==> src/rtl/pixel_frame_writer.sv <==
// Assembles a raster-order pixel stream into a flat INPUT_H x INPUT_W frame bus.
// Latency: a pixel accepted at edge N is visible on X after edge N; frame_valid rises on the last pixel's edge.
// Backpressure: in_ready drops while a completed frame waits for frame_ready; one bubble cycle per frame.
module pixel_frame_writer #(
  parameter int INPUT_H   = 7,
  parameter int INPUT_W   = 7,
  parameter int PIXEL_BW  = 8,
  parameter int COORD_BIT = 3
) (
  input  logic                                  clk,
  input  logic                                  rst,
  input  logic [PIXEL_BW-1:0]                   in_pixel,
  input  logic                                  in_sof,
  input  logic                                  in_valid,
  output logic                                  in_ready,
  output logic [INPUT_H*INPUT_W*PIXEL_BW-1:0]   X,
  output logic                                  frame_valid,
  input  logic                                  frame_ready,
  output logic [COORD_BIT-1:0]                  cur_x,
  output logic [COORD_BIT-1:0]                  cur_y,
  output logic                                  sof_err
);

  localparam int NPIX  = INPUT_H * INPUT_W;
  localparam int IDX_W = $clog2(NPIX * PIXEL_BW);
  localparam logic [COORD_BIT-1:0] LAST_X = COORD_BIT'(INPUT_W - 1);
  localparam logic [COORD_BIT-1:0] LAST_Y = COORD_BIT'(INPUT_H - 1);

  typedef enum logic {
    FILL = 1'b0,
    FULL = 1'b1
  } state_t;

  state_t               state_q;
  state_t               state_d;
  logic                 accept;
  logic                 last_pix;
  logic [COORD_BIT-1:0] base_x;
  logic [COORD_BIT-1:0] base_y;
  logic [COORD_BIT-1:0] next_x;
  logic [COORD_BIT-1:0] next_y;
  int                   wr_idx;
  logic [IDX_W-1:0]     wr_lsb;

  // Write coordinate and the counter advance; an in_sof beat always lands on (0, 0).
  always_comb begin
    accept   = in_valid && in_ready && (state_q == FILL);
    base_x   = in_sof ? '0 : cur_x;
    base_y   = in_sof ? '0 : cur_y;
    last_pix = (base_x == LAST_X) && (base_y == LAST_Y);
    next_x   = base_x + COORD_BIT'(1);
    next_y   = base_y;
    if (base_x == LAST_X) begin
      next_x = '0;
      next_y = last_pix ? '0 : base_y + COORD_BIT'(1);
    end
    wr_idx = int'(base_y) * INPUT_W + int'(base_x);
    wr_lsb = IDX_W'(wr_idx * PIXEL_BW);
  end

  // Next-state: fill until the last coordinate is written, then hold until the consumer takes the frame.
  always_comb begin
    state_d = state_q;
    case (state_q)
      FILL: if (accept && last_pix) state_d = FULL;
      FULL: if (frame_valid && frame_ready) state_d = FILL;
      default: state_d = FILL;
    endcase
  end

  // State, registered handshakes, coordinate counters and the restart pulse.
  always_ff @(posedge clk or posedge rst) begin
    if (rst) begin
      state_q     <= FILL;
      in_ready    <= 1'b0;
      frame_valid <= 1'b0;
      cur_x       <= '0;
      cur_y       <= '0;
      sof_err     <= 1'b0;
    end else begin
      state_q     <= state_d;
      in_ready    <= (state_d == FILL);
      frame_valid <= (state_d == FULL);
      sof_err     <= accept && in_sof && ((cur_x != '0) || (cur_y != '0));
      if (accept) begin
        cur_x <= next_x;
        cur_y <= next_y;
      end
    end
  end

  // Frame buffer: only accepted pixels write; contents persist across frames until overwritten.
  always_ff @(posedge clk or posedge rst) begin
    if (rst) begin
      X <= '0;
    end else if (accept) begin
      X[wr_lsb +: PIXEL_BW] <= in_pixel;
    end
  end

endmodule

==> config.mk <==
export PLATFORM = sky130hd
export DESIGN_NAME = pixel_frame_writer
export DESIGN_NICKNAME = d
export VERILOG_FILES = /design/src/rtl/pixel_frame_writer.sv
export SDC_FILE = /design/constraint.sdc
export NUM_CORES = 1
export LEC_CHECK = 0
export ABC_CLOCK_PERIOD_IN_PS = 22700
export CAP_MARGIN = 20
export CORE_ASPECT_RATIO = 0.5
export CORE_MARGIN = 3
export CORE_UTILIZATION = 53
export CTS_BUF_LIST = sky130_fd_sc_hd__clkbuf_16
export CTS_CLUSTER_DIAMETER = 50
export DETAILED_ROUTE_END_ITERATION = 12
export PLACE_DENSITY_LB_ADDON = 0.12
export SYNTH_ARGS = -nofsm -noshare
export SYNTH_HDL_FRONTEND = slang
export SYNTH_SLANG_ARGS = --single-unit
==> constraint.sdc <==
create_clock -name clk -period 22.7 [get_ports clk]
set_input_delay 4.54 -clock clk [delete_from_list [all_inputs] [get_ports clk]]
set_output_delay 4.54 -clock clk [all_outputs]
set_load 0.005 [all_outputs]
==> impl_metrics.env, run 1 <==
export IMPL_status="complete, no violations"
export IMPL_crit_required_ps=23110
export IMPL_slew_headroom=0.2506
export IMPL_peakVddDrop_v=0.00006340
export IMPL_diodes=0
export IMPL_clk_latency_ps=530
export IMPL_skew_ps=15.99
export IMPL_clock_path_buffers=3
export IMPL_layout_drive_gt1_share=0.3284
export IMPL_grt_overflow=0
export IMPL_grt_pass1_wl_mm=67.70
export IMPL_timing_hold_ws_ps=504.1
export IMPL_die_area_um2=32480
export IMPL_worstMarginPinSlew_ps=1124
export IMPL_r2r_start="cur_y[1]"
export IMPL_drt_met1_wl_mm=18.09
export IMPL_core_area_um2=29400
export IMPL_instances_no_fill=1868
export IMPL_ys_flop_type="dfrtp_1"
export IMPL_endpoint_kind="flip-flop"
export IMPL_initial_core_util=0.5449
export IMPL_path_cells="clkdlybuf4s50_1 > nor2_1 > ha_1 > fa_1 > fa_1 > xor2_1 > o22ai_1 > o221a_4 > a221o_2 > nor3_4 > mux2_2"
export IMPL_wire_per_inst_um=24.01
export IMPL_yosysTopAreaCellShare=0.6264
export IMPL_hold_viol=0
export IMPL_synthAdderAreaFrac=0.008747
export IMPL_switching_power_mw=0.5265
export IMPL_antenna_found_initial=0
export IMPL_io_pin_count=414
export IMPL_post_place_ws_ps=13110
export IMPL_grt_pass1_vias=11050
export IMPL_combinationalPowerShare=0.248
export IMPL_syn_area_per_cell_um2=15.48
export IMPL_synth_async_reset_ratio=1.000
export IMPL_crit_type="in2reg"
export IMPL_die_w_um=251.9
export IMPL_hold_depth=1
export IMPL_pwr_density_cell_nw_per_um2=90.95
export IMPL_regArea_um2=10030
export IMPL_holdPathEnd="X[50]"
export IMPL_holdCritPathClass="reg2reg"
export IMPL_ys_seq_area_frac=0.6264
export IMPL_post_route_min_period_ps=9093
export IMPL_numPortBuffers=413
export IMPL_routed_via_density=5.552
export IMPL_cts_max_level=2
export IMPL_synth_compound_area_share=0.01953
export IMPL_synth_nets=1058
export IMPL_cts_setup_buffers=0
export IMPL_synthMuxAreaShare=0.2774
export IMPL_area_growth_pct=35.62
export IMPL_routed_wl_mm=44.86
export IMPL_synth_xor_area_frac=0.004842
export IMPL_cts_sinks=401
export IMPL_cp_start_kind="input port"
export IMPL_power_total_mw=1.976
export IMPL_fin_nets=1479
export IMPL_cp_max_fo=17
export IMPL_power_leakage_nw=10.38
export IMPL_syn_area_um2=16020
export IMPL_drc_errors=0
export IMPL_synth_top_cell_by_area="dfrtp_1"
export IMPL_rsz0062_at_grt="no"
export IMPL_tns_ps=0
export IMPL_cts_resized=0
export IMPL_synth_area_leaders="dfrtp_1 (63%), mux2_2 (27%), nor3_4 (1.4%), clkbuf_1 (0.98%), mux2_4 (0.75%)"
export IMPL_synth_edff_count=0
export IMPL_path_buf_inv=1
export IMPL_ys_types=52
export IMPL_ant_nets=0
export IMPL_setup_viol=0
export IMPL_seqPwrFrac=0.455
export IMPL_ys_ff_latch=401
export IMPL_path_clk_slew_ps=60
export IMPL_worst_path_max_delay_cell="clkdlybuf4s50_1"
export IMPL_slew_violations=0
export IMPL_final_area_um2=21730
export IMPL_cts_hold_buf=0
export IMPL_dp_hpwl_mm=30.69
export IMPL_yosysWarnings=0
export IMPL_hold_start="X[50]"
export IMPL_path_common_cell="fa_1"
export IMPL_root_buffer="clkbuf_16"
export IMPL_grt_use_total=0.2744
export IMPL_grt_max_degree=112
export IMPL_fin_crit_sh=0.4006
export IMPL_routabilityCongestion=0.8714
export IMPL_clock_power_share=0.297
export IMPL_multi_input_area_um2=5751
export IMPL_fp_row_count=44
export IMPL_worst_slack_ps=13610
export IMPL_placedCellCount=1803
export IMPL_drtIter0Drc=570
export IMPL_fill_cells=1896
export IMPL_wl_met3_mm=2.855
export IMPL_dr_max_layer_used="met4"
export IMPL_intPower_mw=1.450
export IMPL_worstRegToRegCells=11
export IMPL_p_sw_frac=0.2664
export IMPL_fmax_ghz=0.1100
export IMPL_maxCapViolCount=0
export IMPL_synth_top_family_by_area="multiplexers"
export IMPL_cts_tree="yes"
export IMPL_r2r_end="X[243]"
export IMPL_placed_area_um2=20540
export IMPL_die_y_um=128.9
export IMPL_met2_length_mm=22.60
export IMPL_dr_pass1_iters=4
export IMPL_crit_start="in_sof"
export IMPL_syn_inst=1035
export IMPL_num_vias=10370
export IMPL_max_stage_delay_ps=820
export IMPL_worst_ep_arrival_time_ps=9510
export IMPL_yosys_area_share_simple=0.04834
export IMPL_crit_family="adder cells"
export IMPL_post_route_util=0.7391
export IMPL_r2r_setup_slack_ps=17800
export IMPL_numCtsBuffers=37
[cell usage in the layout, fill, tap and decap left out, types with 3 or more instances in the layout]
cell	n
nand3_1	16
inv_1	10
dfrtp_1	401
nor2_1	29
or2_2	5
clkinv_1	7
clkbuf_16	39
nor2b_1	5
buf_6	4
clkdlybuf4s50_1	413
clkinv_2	6
nor3_1	4
o21ai_1	12
mux2_4	8
xnor2_1	5
buf_4	12
nand2b_1	5
nor3_4	14
a21oi_1	8
and2_0	8
o21ai_0	8
or3_1	3
ha_1	8
mux2_2	384
nand2_1	20
[metal layers]
layer,up-vias,track usage
li1,4514,-
met1,5432,0.3485
met2,344,0.4762
met3,82,0.06221
met4,0,0.08768
met5,-,0
[flip-flops by register name, summed over array words and instances (netlist names)]
register,cells
state_q,1
in_ready,1
sof_err,1
X,392
cur_y,3
cur_x,3
[how the worst max path moves through the flow]
stage          endpoint  slack (ps)  depth (start not counted)
4_1_cts          X[269]       13640                         11
2_1_floorplan      X[0]        7010                          1
3_3_place_gp     X[185]       13220                         11
3_5_place_dp     X[288]       13110                         11
5_1_grt          X[243]       13410                         11
6_report         X[243]       13610                         11
[power by group through the flow]
stage | registers [mW] | clock network, mW | logic [mW]
after floorplan | 0.910 | 0 | 0.173
after global placement | 0.903 | 0 | 0.482
after detailed placement | 0.909 | 0 | 0.492
after CTS | 0.898 | 0.596 | 0.495
after global routing | 0.912 | 0.629 | 0.521
final | 0.899 | 0.586 | 0.491
[cells in the mapped netlist (3+ instances only)]
cell type and n:
dfrtp_1 401, mux2_2 384, clkbuf_1 42, nor2_1 29, nand2_1 20, nand3_1 16, nor3_4 14, o21ai_1 12
a21oi_1 8, and2_0 8, ha_1 8, mux2_4 8, o21ai_0 8, inv_1 6, nand2b_1 5, nor2b_1 5
or2_2 5, xnor2_1 5, buf_2 4, nor3_1 4, or3_1 3
[final cells by class]
type | instances | share of cell area
clock buffers | 39 | 0.04492
clock inverters | 21 | 0.005644
inverters | 6 | 0.001382
multi-input cells | 579 | 0.2647
repair buffers | 431 | 0.1990
flip-flops and latches | 401 | 0.4618
well taps | 391 | 0.02252
[worst reg2reg max path, cell delays in order, from the launching register on]
cell and delay (ps):
dfrtp_1 560, xnor2_1 160, nor2_1 80, ha_1 350
fa_1 510, fa_1 470, xor2_1 480, o22ai_1 190
o221a_4 360, a221o_2 620, nor3_4 600, mux2_2 410
[cell families (layout without fill, tap and decap cells)]
group / after synthesis / after routing
simple gates: 122 / 122
flops: 401 / 401
fa+ha+maj: 10 / 10
xor+xnor: 8 / 8
buf+inv: 55 / 497
mux: 392 / 392
compound gates: 47 / 47
Power figures use the tool's default switching activity.
==> run 2, diff against run 1 <==
Settings changed: ABC_CLOCK_PERIOD_IN_PS 22700 to 7800, CORE_UTILIZATION 53 to 44.
Clock period 22.7 ns to 7.8 ns, I/O delays scaled along.
==> impl_metrics.env, run 2 (synthesized netlist as in run 1, its figures left out) <==
export IMPL_antenna_found_initial=1
export IMPL_ant_nets=0
export IMPL_num_vias=10370
export IMPL_fill_cells=2688
export IMPL_grt_pass1_wl_mm=70.52
export IMPL_status="complete, no violations"
export IMPL_tns_ps=0
export IMPL_post_route_min_period_ps=6117
export IMPL_path_cells="clkdlybuf4s50_1 > nor2_1 > ha_1 > fa_1 > fa_1 > nor2_1 > o211ai_1 > or3_1 > a221o_2 > nor3_4 > mux2_4"
export IMPL_die_w_um=275.9
export IMPL_drc_errors=0
export IMPL_grt_busiest_layer="met2"
export IMPL_crit_required_ps=8200
export IMPL_grt_use_total=0.2396
export IMPL_final_common_cell="clkdlybuf4s50_1"
export IMPL_fmax_ghz=0.1635
export IMPL_worst_ep_arrival_time_ps=6520
export IMPL_fp_row_count=48
export IMPL_layout_cells_most_common_list="clkdlybuf4s50_1 (412), dfrtp_1 (401), mux2_2 (384)"
export IMPL_grt_pass1_vias=10930
export IMPL_wire_per_inst_um=23.98
export IMPL_fin_crit_sh=0.7842
export IMPL_largest_register_ffs=392
export IMPL_pwr_density_cell_nw_per_um2=266.7
export IMPL_setup_viol=0
export IMPL_path_clk_slew_ps=60
export IMPL_grt_max_degree=136
export IMPL_max_stage_delay_ps=820
export IMPL_cts_setup_buffers=0
export IMPL_initial_core_util=0.4552
export IMPL_path_buf_inv=1
export IMPL_io_pin_count=414
export IMPL_area_growth_pct=36.52
export IMPL_layout_drive_gt1_share=0.3300
export IMPL_holdCritPathClass="reg2reg"
export IMPL_clock_path_buffers=3
export IMPL_use_met1=0.2983
export IMPL_peakVddDrop_v=0.0001705
export IMPL_endpoint_kind="flip-flop"
export IMPL_cts_max_level=2
export IMPL_cts_hold_buf=0
export IMPL_clk_latency_ps=520
export IMPL_die_area_um2=38870
export IMPL_die_y_um=140.9
export IMPL_rsz0062_at_grt="no"
export IMPL_worstMarginPinSlew_ps=1077
export IMPL_routed_wl_mm=46.87
export IMPL_routed_via_density=5.306
export IMPL_cts_sinks=401
export IMPL_worst_path_max_delay_cell="clkdlybuf4s50_1"
export IMPL_cts_tree="yes"
export IMPL_slew_headroom=0.2815
export IMPL_core_area_um2=35190
export IMPL_cp_max_fo=17
export IMPL_grt_overflow=0
export IMPL_largest_register="X"
export IMPL_maxCapViolCount=0
export IMPL_slew_violations=0
export IMPL_crit_type="in2reg"
export IMPL_power_leakage_nw=10.40
export IMPL_root_buffer="clkbuf_16"
export IMPL_drtIter0Drc=583
export IMPL_cp_start_kind="input port"
export IMPL_instances_no_fill=1955
export IMPL_cts_resized=0
export IMPL_routabilityCongestion=0.8320
export IMPL_skew_ps=9.410
export IMPL_grt_met2_usage=0.4320
export IMPL_globalRouteMet3Util=0.04405
export IMPL_placedCellCount=1891
export IMPL_crit_family="adder cells"
export IMPL_fin_nets=1481
export IMPL_numCtsBuffers=39
export IMPL_dp_hpwl_mm=32.19
export IMPL_hold_viol=0
export IMPL_numPortBuffers=413
export IMPL_dr_pass1_iters=5
export IMPL_top_regs="X: 392 flops, cur_x: 3 flops, cur_y: 3 flops"
-- run 2: cell types whose count changed in the layout (fill, tap and decap cells not counted) --
cell             change
buf_12               +3
buf_16               -2
buf_2                +1
buf_4                +2
buf_6                -3
clkbuf_16            +2
clkdlybuf4s50_1      -1
clkinv_1             -3
clkinv_2             -2
clkinvlp_4           +2
diode_2              +1
inv_1                +3
-- run 2: worst paths after layout --
check / from / end / slack (ps) / depth (start not counted)
setup reg to reg: cur_y[1] / X[152] / 2900 / 11
hold reg to reg: X[105] / X[105] / 500 / 1
setup / recovery: in_sof / X[152] / 1680 / 11
min in group asynchronous: rst / X[14] / 1410 / 2
max in group asynchronous: rst / X[217] / 4930 / 4
hold / removal: X[105] / X[105] / 500 / 1
-- run 2: report_power, final --
| group | internal [mW] | leakage (nW) | total (mW) | switching, mW |
|---|---|---|---|---|
| logic | 0.867 | 4.29 | 1.45 | 0.579 |
| registers | 2.42 | 5.51 | 2.62 | 0.198 |
| clock network | 0.980 | 0.599 | 1.77 | 0.789 |
-- run 2: layout make-up --
type / instances / area, um^2 / share of cell area
Sequential cell: 401 / 10030 / 0.4588
Multi-Input combinational cell: 579 / 5751 / 0.2629
Timing Repair Buffer: 431 / 4305 / 0.1969
Clock buffer: 41 / 1026 / 0.04691
Tap cell: 475 / 594.3 / 0.02717
Clock inverter: 21 / 131.4 / 0.006007
Inverter: 6 / 26.28 / 0.001201
Antenna cell: 1 / 2.502 / 0.0001144
-- run 2: routing by layer --
metal / share of wire / vias up
met4: 0.024 / 2
li1: - / 4537
met3: 0.044 / 75
met2: 0.53 / 262
met1: 0.40 / 5498
met5: 0.00023 / -
-- run 2: per-stage QoR --
step	hold WS (ps)	util	worst slack (ps)	instance area, um^2	total power, mW
final	503.2	0.6214	1683	21870	5.833
after global routing	512.4	0.6214	1537	21870	6.089
after CTS	505.6	0.6211	1752	21860	5.901
after detailed placement	492.0	0.5882	1207	20700	4.111
after global placement	487.7	0.5882	1337	20700	4.073
after floorplan	504.2	-	840.2	16020	3.153
==> run 3, diff against run 2 <==
Settings changed: ABC_CLOCK_PERIOD_IN_PS 7800 to 5500.
Clock period 7.8 ns to 5.5 ns, I/O delays scaled along.
==> impl_metrics.env, run 3 (synthesized netlist as in run 1, its figures left out) <==
export IMPL_largest_register_ffs=392
export IMPL_grt_use_total=0.2413
export IMPL_hold_depth=1
export IMPL_r2r_start="cur_y[1]"
export IMPL_grt_pass1_vias=11080
export IMPL_core_area_um2=35190
export IMPL_fill_cells=2681
export IMPL_fmax_ghz=0.2009
export IMPL_post_route_min_period_ps=4978
export IMPL_regArea_um2=10030
export IMPL_slew_headroom=0.3376
export IMPL_crit_type="in2reg"
export IMPL_r2r_setup_slack_ps=880
export IMPL_initial_core_util=0.4552
export IMPL_grt_max_degree=164
export IMPL_slew_violations=0
export IMPL_rsz0062_at_grt="no"
export IMPL_dp_hpwl_mm=32.78
export IMPL_ant_nets=0
export IMPL_routed_via_density=5.227
export IMPL_diodes=0
export IMPL_path_common_cell="fa_1"
export IMPL_cp_start_kind="input port"
export IMPL_worstMarginPinSlew_ps=993.1
export IMPL_hold_viol=0
export IMPL_post_place_ws_ps=22.94
export IMPL_die_area_um2=38870
export IMPL_maxCapViolCount=0
export IMPL_worstRegToRegCells=13
export IMPL_routabilityCongestion=0.8384
export IMPL_fp_row_count=48
export IMPL_top_regs="X: 392 flops, cur_x: 3 flops, cur_y: 3 flops"
export IMPL_num_vias=10430
export IMPL_numCtsBuffers=38
export IMPL_clk_latency_ps=530
export IMPL_max_stage_delay_ps=570
export IMPL_multi_input_area_um2=5751
export IMPL_crit_required_ps=5900
export IMPL_die_y_um=140.9
export IMPL_holdCritPathClass="reg2reg"
export IMPL_routed_wl_mm=47.00
export IMPL_worst_path_max_delay_cell="fa_1"
export IMPL_cts_sinks=401
export IMPL_layout_drive_gt1_share=0.3458
export IMPL_r2r_end="X[242]"
export IMPL_worst_slack_ps=522.1
export IMPL_path_cells="clkdlybuf4s50_1 > nor2_1 > ha_1 > fa_1 > fa_1 > buf_4 > nand2b_1 > a2111o_1 > o221a_4 > a221o_2 > buf_12 > nor3_4 > mux2_2"
export IMPL_layout_cells_most_common_list="clkdlybuf4s50_1 (412), dfrtp_1 (401), mux2_2 (384)"
export IMPL_area_growth_pct=38.68
export IMPL_cts_setup_buffers=0
export IMPL_path_clk_slew_ps=60
export IMPL_cts_resized=0
export IMPL_antenna_found_initial=0
export IMPL_clock_path_buffers=3
export IMPL_tns_ps=0
export IMPL_skew_ps=11.64
export IMPL_pwr_density_cell_nw_per_um2=380.6
export IMPL_dr_pass1_iters=5
export IMPL_cts_tree="yes"
export IMPL_die_w_um=275.9
export IMPL_drtIter0Drc=568
export IMPL_peakVddDrop_v=0.0002177
export IMPL_cts_max_level=2
export IMPL_fin_crit_sh=0.9051
export IMPL_holdPathEnd="X[26]"
export IMPL_grt_pass1_wl_mm=71.07
export IMPL_grt_overflow=0
export IMPL_worst_ep_arrival_time_ps=5380
export IMPL_io_pin_count=414
export IMPL_final_common_cell="clkdlybuf4s50_1"
export IMPL_power_leakage_nw=10.60
export IMPL_drc_errors=0
export IMPL_root_buffer="clkbuf_16"
export IMPL_wire_per_inst_um=23.55
export IMPL_setup_viol=0
export IMPL_largest_register="X"
export IMPL_fin_nets=1516
export IMPL_hold_start="X[26]"
export IMPL_cts_hold_buf=0
export IMPL_status="complete, no violations"
export IMPL_numPortBuffers=413
export IMPL_cp_max_fo=16
export IMPL_endpoint_kind="flip-flop"
==> run 3: changes by cell type in the layout (fill, tap and decap cells not counted) <==
| cell | change |
|---|---|
| buf_4 | +37 |
| buf_6 | -1 |
| bufinv_16 | +4 |
| clkbuf_16 | -2 |
| clkinv_1 | +6 |
| diode_2 | -1 |
| inv_1 | -2 |
| inv_6 | +1 |
| inv_8 | -1 |
==> run 3: critical path: cells and delay by family <==
kind | cells | cell delay [ps]
muxes | 1 | 390
buffers and inverters | 3 | 820
adders and majority gates | 3 | 1330
and+or+nand+nor | 3 | 860
AOI/OAI and AO/OA | 3 | 840
==> run 3: metrics by stage <==
| step | instances | util | cell area (um^2) | total power, mW | hold slack [ps] |
|---|---|---|---|---|---|
| 6_report | 1996 | 0.6313 | 22220 | 8.456 | 502.8 |
| 5_1_grt | 1996 | 0.6313 | 22220 | 8.830 | 512.5 |
| 4_1_cts | 1996 | 0.6313 | 22220 | 8.543 | 505.5 |
| 3_5_place_dp | 1928 | 0.5961 | 20980 | 5.870 | 492.4 |
| 3_3_place_gp | 1928 | 0.5961 | 20980 | 5.811 | 486.2 |
| 2_1_floorplan | 1035 | - | 16020 | 4.472 | 504.2 |
==> run 3: cell type report <==
type,count,area share
Clock buffer,39,0.04393
Clock inverter,29,0.01188
Sequential cell,401,0.4517
Inverter,6,0.001183
Timing Repair Buffer,467,0.2058
Tap cell,475,0.02675
Multi-Input combinational cell,579,0.2588
==> run 3: worst max path at each step <==
stage	startpoint	end	slack, ps	depth (start not counted)
after floorplan	rst	X[0]	-1000	1
after global placement	in_sof	X[250]	150	13
final	in_sof	X[242]	520	13
after detailed placement	in_sof	X[250]	20	13
after global routing	in_sof	X[329]	430	13
after CTS	in_sof	X[250]	590	13
==> run 3: per-layer routing <==
metal | wire length, um | share of wire | global-route usage | vias to the layer above
li1 | - | - | - | 4603
met1 | 19140 | 0.41 | 0.2989 | 5519
met2 | 24760 | 0.53 | 0.4356 | 244
met3 | 2028 | 0.043 | 0.04575 | 68
met4 | 1064 | 0.023 | 0.06126 | 0
met5 | 0 | 0 | 0 | -
==> run 3: power by group <==
part,switching [mW],internal (mW)
logic,0.819,1.26
clock network,1.13,1.53
registers,0.286,3.43
